--- src/rtl/seg7_pkg.sv ---
// Shared constants for the front-panel 7-segment driver: blank pattern,
// segment bit positions and the active-low hex decode table.
package seg7_pkg;

  localparam logic [6:0] SEG_BLANK = 7'h7F;

  // Bit positions inside the {g,f,e,d,c,b,a} segment vector
  typedef enum logic [2:0] {
    SEG_A = 3'd0,
    SEG_B = 3'd1,
    SEG_C = 3'd2,
    SEG_D = 3'd3,
    SEG_E = 3'd4,
    SEG_F = 3'd5,
    SEG_G = 3'd6
  } seg_bit_e;

  function automatic logic [6:0] hex2seg(input logic [3:0] nib);
    logic [6:0] s;
    case (nib)
      4'h0: s = 7'h40;
      4'h1: s = 7'h79;
      4'h2: s = 7'h24;
      4'h3: s = 7'h30;
      4'h4: s = 7'h19;
      4'h5: s = 7'h12;
      4'h6: s = 7'h02;
      4'h7: s = 7'h78;
      4'h8: s = 7'h00;
      4'h9: s = 7'h10;
      4'hA: s = 7'h08;
      4'hB: s = 7'h03;
      4'hC: s = 7'h46;
      4'hD: s = 7'h21;
      4'hE: s = 7'h06;
      default: s = 7'h0E;
    endcase
    return s;
  endfunction

endpackage

--- src/rtl/seg7_hex_dec.sv ---
// Combinational nibble to active-low segment decoder with a dark override.
module seg7_hex_dec
  import seg7_pkg::*;
(
  input  logic [3:0] nibble,
  input  logic       dark,
  output logic [6:0] seg
);

  always_comb begin
    seg = dark ? SEG_BLANK : hex2seg(nibble);
  end

endmodule

--- src/rtl/seg7_scan.sv ---
// Multiplexed 7-segment scan driver with per-frame input snapshot and anode guard time.
// Optional SEG7_LZ_BLANK_EN: leading-zero blanking of the snapshot (digit 0 always shown).
module seg7_scan
  import seg7_pkg::*;
#(
  parameter int unsigned NDIG     = 4,
  parameter int unsigned SCAN_DIV = 50_000,
  parameter int unsigned GUARD    = 2
) (
  input  logic              clk,
  input  logic              rst_n,
  input  logic              en,
  input  logic [4*NDIG-1:0] value,
  input  logic [NDIG-1:0]   dp_in,
  input  logic [NDIG-1:0]   blank_in,
  output logic [NDIG-1:0]   an,
  output logic [6:0]        seg,
  output logic              dp,
  output logic              frame_start
);

  localparam int unsigned CW = $clog2(SCAN_DIV);
  localparam int unsigned IW = $clog2(NDIG);
  localparam logic [CW-1:0] CNT_LAST  = CW'(SCAN_DIV - 1);
  localparam logic [CW-1:0] CNT_GUARD = CW'(GUARD);
  localparam logic [IW-1:0] IDX_LAST  = IW'(NDIG - 1);

  logic [CW-1:0]     cnt;
  logic [IW-1:0]     idx;
  logic [4*NDIG-1:0] snap_value;
  logic [NDIG-1:0]   snap_dp;
  logic [NDIG-1:0]   snap_blank;
  logic [NDIG-1:0]   lz_mask;
  logic [NDIG-1:0]   dark_mask;
  logic [NDIG-1:0]   an_sel;
  logic [3:0]        nibble;
  logic [6:0]        seg_dec;
  logic              tick;
  logic              frame_wrap;

  assign tick       = (cnt == CNT_LAST);
  assign frame_wrap = tick && (idx == IDX_LAST);

`ifdef SEG7_LZ_BLANK_EN
  // Scan from the leftmost digit down; everything above the first nonzero nibble is dark.
  always_comb begin
    logic seen;
    seen    = 1'b0;
    lz_mask = '0;
    for (int unsigned i = NDIG - 1; i >= 1; i--) begin
      if (snap_value[4*i +: 4] != 4'h0) seen = 1'b1;
      lz_mask[i] = ~seen;
    end
  end
`else
  always_comb begin
    lz_mask = '0;
  end
`endif

  always_comb begin
    dark_mask = snap_blank | lz_mask;
    nibble    = snap_value[{idx, 2'b00} +: 4];
    an_sel    = '1;
    an_sel[idx] = 1'b0;
  end

  seg7_hex_dec u_dec (
    .nibble (nibble),
    .dark   (dark_mask[idx]),
    .seg    (seg_dec)
  );

  always_ff @(posedge clk) begin
    if (!rst_n) begin
      cnt         <= '0;
      idx         <= '0;
      snap_value  <= '0;
      snap_dp     <= '0;
      snap_blank  <= '0;
      an          <= '1;
      seg         <= SEG_BLANK;
      dp          <= 1'b1;
      frame_start <= 1'b0;
    end else begin
      an          <= (en && (cnt >= CNT_GUARD)) ? an_sel : '1;
      seg         <= seg_dec;
      dp          <= ~(snap_dp[idx] & ~dark_mask[idx]);
      frame_start <= en & frame_wrap;

      // While idle the snapshot tracks the inputs so enabling shows current data at once.
      if (!en) begin
        cnt        <= '0;
        idx        <= '0;
        snap_value <= value;
        snap_dp    <= dp_in;
        snap_blank <= blank_in;
      end else if (tick) begin
        cnt <= '0;
        if (idx == IDX_LAST) begin
          idx        <= '0;
          snap_value <= value;
          snap_dp    <= dp_in;
          snap_blank <= blank_in;
        end else begin
          idx <= idx + 1'b1;
        end
      end else begin
        cnt <= cnt + 1'b1;
      end
    end
  end

endmodule

--- config.mk ---
export PLATFORM = sky130hd
export DESIGN_NAME = seg7_scan
export DESIGN_NICKNAME = d
export VERILOG_FILES = /design/src/rtl/seg7_pkg.sv /design/src/rtl/seg7_hex_dec.sv /design/src/rtl/seg7_scan.sv
export SDC_FILE = /design/constraint.sdc
export NUM_CORES = 1
export LEC_CHECK = 0
export ABC_AREA = 0
export BUFFER_PORTS_ARGS = -buffer_cell sky130_fd_sc_hd__buf_2
export CAP_MARGIN = 25
export CORE_ASPECT_RATIO = 0.5
export CORE_MARGIN = 2
export CORE_UTILIZATION = 40
export DETAILED_ROUTE_END_ITERATION = 7
export GPL_ROUTABILITY_DRIVEN = 0
export PLACE_DENSITY_LB_ADDON = 0.05
export SLEW_MARGIN = 10
export SYNTH_ARGS = -nofsm -noshare
export SYNTH_HDL_FRONTEND = slang
export SYNTH_SLANG_ARGS = --single-unit
--- constraint.sdc ---
create_clock -name clk -period 2.8 [get_ports clk]
set_input_delay 0.42 -clock clk [delete_from_list [all_inputs] [get_ports clk]]
set_output_delay 0.42 -clock clk [all_outputs]
set_load 0.01 [all_outputs]
==> results of run 1 <==
[kinds of logic (layout without fill, tap and decap cells)]
kind of cell | after synthesis | in the layout
xor+xnor | 11 | 11
mux | 31 | 31
fa+ha+maj | 12 | 12
compound gates | 27 | 27
flops | 55 | 55
simple gates | 113 | 113
buf+inv | 22 | 58
[per-stage QoR]
stage / total power, mW / area, sq um
final: 1.67 / 2950
after global routing: 1.75 / 2950
after CTS: 1.69 / 2950
after detailed placement: 0.995 / 2790
after global placement: 0.991 / 2790
after floorplan: 0.950 / 2560
[layout by cell type, fill, tap and decap left out, types with 2 or more instances in the layout]
cell,instances
nand2_1,60
dfxtp_1,55
buf_2,39
mux2i_1,25
nor2_1,13
ha_1,12
nand3_1,9
inv_1,8
a21oi_1,8
nand4_1,7
xor2_1,7
mux4_2,6
o21ai_0,6
nor3_1,5
clkbuf_16,5
o221ai_1,4
o211ai_1,4
xnor2_1,4
buf_4,4
or3_1,3
and3_1,3
or4_4,2
nand2b_1,2
or2_2,2
nor2b_1,2
nor4_1,2
or4_1,2
[tightest hold or removal path, stage by stage]
cell and delay [ns]:
buf_2 0.10, nand2_1 0.04, mux2i_1 0.05
[final cells by class]
cell class	count	area share
Tap cell	88	0.0373
Inverter	8	0.0102
Sequential cell	55	0.373
Clock inverter	2	0.0127
Clock buffer	5	0.0424
Timing Repair Buffer	43	0.0762
Multi-Input combinational cell	194	0.449
[per-layer routing]
layer,global-route usage,vias up
met5,0,-
met4,0.0605,0
met3,0.0470,9
met2,0.260,20
met1,0.200,907
li1,-,1006
[how the worst min path moves through the flow]
stage,from,endpoint,slack (ns),cells after the start
after detailed placement,snap_value[3],snap_value[3],0.46,2
after floorplan,dark_mask[2],dark_mask[2],0.43,2
final,blank_in[2],dark_mask[2],0.36,3
after CTS,blank_in[2],dark_mask[2],0.35,3
after global routing,blank_in[3],dark_mask[3],0.36,3
after global placement,snap_value[9],snap_value[9],0.44,2
[sequential cells by signal (all words and copies together) (netlist names)]
register,flops
an,4
seg,7
frame_start,1
cnt,16
dp,1
snap_value,16
dark_mask,4
idx,2
snap_dp,4
[power by group through the flow]
stage | Combinational [mW] | Sequential, mW | Clock (mW)
4_1_cts | 0.146 | 0.831 | 0.715
3_5_place_dp | 0.146 | 0.849 | 0
2_1_floorplan | 0.0984 | 0.852 | 0
6_report | 0.144 | 0.831 | 0.697
5_1_grt | 0.163 | 0.835 | 0.749
3_3_place_gp | 0.143 | 0.849 | 0
==> key figures, run 1 <==
Detailed routing
  – Residual DRC: 0
  – Initial DRC Count: 88
  – Top Metal Used: met4
  – Final ANT Viol Nets: 0
  – Pre-Repair DR Iteration Count: 4
  – Vias per cell: 4.92
  – Via Count: 1,942
  – Wire per inst: 12.7 um
  – Met1 Wirelength: 2520 um
  – Post-Route WL: 5040 um
  – Routed met3 length: 196 um
  – WL met2: 2240 um

Worst setup path
  – Worst path max stage delay: 0.52 ns
  – Crit Path Class: register to register
  – Critical Path Start: cnt[4]
  – Highest net fanout along the worst path: 24
  – Buf+Inv Stages, Crit Path: 1
  – Kind of start point of the critical path: register
  – Crit path depth: 5
  – WP data arrival: 2.35 ns
  – R2R depth: 5
  – Reg2reg start: cnt[4]
  – CP required: 2.97 ns
  – Crit-path cells: or4_4, or4_4, o31a_1, buf_4, mux2i_1
  – Top cell by count, worst path: or4_4
  – Flop2flop setup slack: 0.62 ns
  – CP Capture Point: snap_value[6]
  – RR Endpoint: snap_value[6]
  – CP top delay family: simple AND/OR/NAND/NOR gates
  – Critical Path End Type: register
  – Slowest CP cell: or4_4

Clock network
  – CTS tree: built
  – Total CTS buffers: 5
  – Clock Latency Late Sink: 0.30 ns
  – CTS root buffer: clkbuf_16
  – Clock Path Buffers: 2
  – Clock slew at reported path FFs: 0.07 ns
  – Hold Buf Count CTS: 0
  – Clock sink count: 55
  – Setup repair bufs after CTS: 0
  – Post-CTS sizing: 0
  – H-tree depth: 2

Timing
  – Hold Worst Slack: 0.355 ns
  – Maximum clock rate: 458 MHz
  – Fin. max-slew vios: 0
  – Tcrit/Tclk final: 0.780
  – Worst Tran Pin Value: 0.572 ns
  – Hold Vio Cnt, Final: 0
  – Slew margin rel.: 0.618
  – Final min period: 2.18 ns
  – Setup_tns: 0 ns
  – Skew final: 0.00656 ns
  – Setup violations, final: 0
  – RSZ-0062 raised after global routing: false
  – Final worst slack: 0.617 ns

Pwr
  – Sw Share: 0.223
  – Max IR drop VDD: 0.000197 V
  – Pleak: 1.19 nW
  – NetSw: 372 uW
  – PD cells: 566 nW/um^2
  – Combinational share of power: 0.086
  – Part of the power in the clock network: 0.417
  – Pint: 1.30 mW
  – Flop pwr share: 0.497

Placed design
  – Placed wire-length estimate: 3590 um
  – Port Buf Inserts: 39
  – DP Cell Count: 388
  – Dpl ws: 0.628 ns

Cells and area
  – FF/Latch Area: 1100 sq um
  – Area of the multi-input gates: 1330 sq um
  – Layout cells sized above 1: 0.195
  – Post-Layout Cell Count: 395
  – Final Core Density: 0.482
  – Nets@finish: 346
  – Fill count: 603
  – Area Overhead vs Synth: 15.5%
  – Antenna cells: 0

Die
  – Die Wd: 117 um
  – Initial Util: 0.417
  – Rows: 20
  – Top Ports: 40
  – Total die area: 7090 sq um
  – Core region area: 6130 sq um
  – Die Y: 60.5 um

Synthesis
  – Number of synthesized flops with an enable pin: 0
  – Yosys reg bits: 55
  – Ys async rst share: 0
  – Post-synth cell types: 34
  – Simple-gate share of the synthesized area: 0.204
  – Largest family of logic cells by synthesized area: simple AND/OR/NAND/NOR gates
  – Post-synthesis cell count: 271
  – Register area share after synthesis: 0.431
  – Syn nets: 310
  – Synthesized area: 2560 sq um
  – Post-Syn Area per Cell: 9.44 sq um
  – Yosys warnings: 0
  – Area leader, netlist: dfxtp_1
  – Synth Area in Compound Gates: 0.0670
  – Mux cell area share after synthesis: 0.151
  – Cell with the most instances after synthesis: nand2_1
  – Main synth FF type: dfxtp_1
  – Adder-cell share of the synthesized area: 0.0587
  – Top post-synthesis cells by area: dfxtp_1 43%, mux2i_1 9.8%, nand2_1 8.8%
  – Most common library cells after synthesis: 60 x nand2_1, 55 x dfxtp_1, 25 x mux2i_1
  – Synth top area share: 0.431
  – Xor and xnor area share after synthesis: 0.0377

Global routing
  – Gr usage total: 0.158
  – Total grt overflow: 0
  – Initial antenna violation count: 0
  – First-pass GRT wire length: 8510 um
  – Number of global-route vias before repair: 1,839
  – Largest net degree at the start of global routing: 49

Hold path
  – Worst Hold Class: input pin to register

Outcome
  – Status: complete, no violations

Job
  – Max-cap violations: 0
Note: power is estimated with default switching activity, not from simulation.
==> run 2, diff against run 1 <==
==> constraint.sdc (replaced) <==
create_clock -name clk -period 1.8 [get_ports clk]
set_input_delay 0.27 -clock clk [delete_from_list [all_inputs] [get_ports clk]]
set_output_delay 0.27 -clock clk [all_outputs]
set_load 0.01 [all_outputs]
==> run 2 against run 1 <==
Against the previous run:
- clock power increased by 34%
- the run now ends with setup timing left
- critical path depth stayed put
- global-route usage grew 0.54 points
- maximum frequency increased by 9.5%
- non-clock buffer count grew 31
- setup slack lost 0.81 ns
- flip-flop and latch count did not move
- via count is 7.1% higher
- largest power group unchanged
- design area is 9.9% higher
==> key figures, run 2 (synthesized netlist as in run 1, its figures left out) <==
Outcome
  – Status: complete, but fails checks
  – Failing checks: setup timing

Cells and area
  – Area Overhead vs Synth: 26.9%
  – Commonest non-fill, non-tap cells in the layout: 60 x nand2_1, 53 x dfxtp_1, 39 x buf_2
  – Top flop regs: cnt: 16 flops, snap_value: 16 flops, seg: 7 flops
  – Commonest non-fill, non-tap cell in the layout: nand2_1
  – Nets@finish: 377 (+9.0%)
  – Layout cells sized above 1: 0.292 (+0.0966)
  – Antenna cells: 0 (unchanged)

Pwr
  – Total Power: 2.49 mW (+49%)
  – Max IR drop VDD: 0.000340 V (+73%)
  – PD cells: 766 nW/um^2 (+35%)
  – Pleak: 1.36 nW (+14%)

Hold path
  – Hold depth: 3 (unchanged)
  – Hold endpoint: snap_value[13]
  – Worst Hold Class: input pin to register
  – Min-delay src: value[13]

Worst setup path
  – Slowest CP cell: or4_4
  – WP data arrival: 2.17 ns (-0.18 ns)
  – RR Endpoint: snap_dp[2]
  – Critical Path End Type: register
  – Worst path max stage delay: 0.53 ns (about the same)
  – Top cell by count, worst path: or4_4
  – Reg2reg start: cnt[11]
  – Crit-path cells: or4_4, or4_4, o31a_1, buf_12, mux2i_1
  – Flop2flop setup slack: -0.19 ns (-0.81 ns)
  – Kind of start point of the critical path: register
  – CP required: 1.98 ns (-0.99 ns)
  – Crit Path Class: register to register
  – R2R depth: 5 (unchanged)
  – Highest net fanout along the worst path: 24 (unchanged)

Global routing
  – Gr usage total: 0.163 (+0.00545)
  – Largest net degree at the start of global routing: 30 (-39%)
  – Initial antenna violation count: 0 (unchanged)
  – Total grt overflow: 0 (unchanged)
  – First-pass GRT wire length: 8740 um (+2.8%)
  – Number of global-route vias before repair: 2,003 (+8.9%)

Timing
  – Worst Tran Pin Value: 0.372 ns (-0.199 ns)
  – Fin. max-slew vios: 0 (unchanged)
  – Final min period: 1.99 ns (-0.189 ns)
  – RSZ-0062 raised after global routing: true
  – Setup violations, final: 24 (+24)
  – Maximum clock rate: 501 MHz (+9.5%)
  – Final worst slack: -0.195 ns (-0.811 ns)
  – Hold Vio Cnt, Final: 0 (unchanged)
  – Tcrit/Tclk final: 1.11 (+0.328)
  – Slew margin rel.: 0.750 (+0.131)
  – Skew final: 0.00488 ns (-0.00168 ns)

Clock network
  – H-tree depth: 2 (unchanged)
  – Total CTS buffers: 5 (unchanged)
  – CTS root buffer: clkbuf_16
  – Clock slew at reported path FFs: 0.07 ns (about the same)
  – Hold Buf Count CTS: 0 (unchanged)
  – CTS tree: built
  – Clock Latency Late Sink: 0.29 ns (about the same)
  – Clock Path Buffers: 2 (unchanged)
  – Clock sink count: 55 (unchanged)

Die
  – Initial Util: 0.417 (unchanged)
  – Top Ports: 40 (unchanged)
  – Total die area: 7090 sq um (unchanged)
  – Rows: 20 (unchanged)
  – Die Wd: 117 um (unchanged)
  – Core region area: 6130 sq um (unchanged)
  – Die Y: 60.5 um (unchanged)

Detailed routing
  – Residual DRC: 0 (unchanged)
  – Vias per cell: 4.87 (-0.92%)
  – Wire per inst: 12.2 um (-4.0%)
  – Via Count: 2,080 (+7.1%)
  – Pre-Repair DR Iteration Count: 4 (unchanged)
  – Initial DRC Count: 69 (-22%)
  – Final ANT Viol Nets: 0 (unchanged)
  – Post-Route WL: 5220 um (+3.7%)

Placed design
  – Dpl ws: -0.190 ns (-0.818 ns)
  – Port Buf Inserts: 39 (unchanged)
  – Placed wire-length estimate: 3820 um (+6.4%)

Job
  – Max-cap violations: 0 (unchanged)
==> run 2: per-stage QoR <==
stage               cell area [sq um]   util  std cells  hold WS [ns]  TNS (ns)
detailed placement               3050  0.498        417         0.452     -4.25
CTS                              3200  0.522        426         0.202     -4.55
floorplan                        2580      -        271         0.409     -7.74
global route                     3250  0.529        427         0.206     -5.24
finish                           3250  0.529        427         0.213     -4.49
global placement                 3050  0.498        417         0.442     -3.69
==> run 2: critical path: cells and delay by family, from the launching register on <==
kind / cells / cell delay, ns
simple gates: 2 / 0.96
flops: 1 / 0.31
mux: 1 / 0.13
compound gates: 1 / 0.29
buf+inv: 1 / 0.18
==> run 2: cell type report <==
class | count | area, sq um
sequential | 55 | 1110
multi-input combinational | 194 | 1360
clock inverter | 1 | 5.00
timing repair buffer | 74 | 498
fill | 579 | 2890
clock buffer | 7 | 133
inverter | 8 | 30.0
tap | 88 | 110
==> run 2: worst max path at each step <==
stage	start	end	cells after the start
2_1_floorplan	cnt[4]	dark_mask[0]	7
3_3_place_gp	cnt[11]	snap_dp[0]	5
3_5_place_dp	cnt[11]	snap_value[1]	5
4_1_cts	cnt[11]	snap_value[10]	5
5_1_grt	cnt[11]	snap_value[5]	5
6_report	cnt[11]	snap_dp[2]	5
==> run 2: power by group <==
group / leakage [nW] / switching, mW / internal, mW
Clock: 0.0679 / 0.417 / 0.515
Combinational: 0.835 / 0.134 / 0.133
Sequential: 0.452 / 0.0192 / 1.27
==> run 2: routing by layer <==
layer | global-route usage | up-vias | share of wire
met5 | 0 | - | 0
met2 | 0.301 | 23 | 0.49
met1 | 0.185 | 974 | 0.46
met3 | 0.0450 | 9 | 0.031
met4 | 0.0655 | 0 | 0.016
li1 | - | 1074 | -
==> run 2: repair_timing <==
action,in CTS,in global routing
pin swaps,0,4
gates cloned,0,0
resized for setup,1,10
buffers inserted,1,1
setup endpoints to repair,26,31
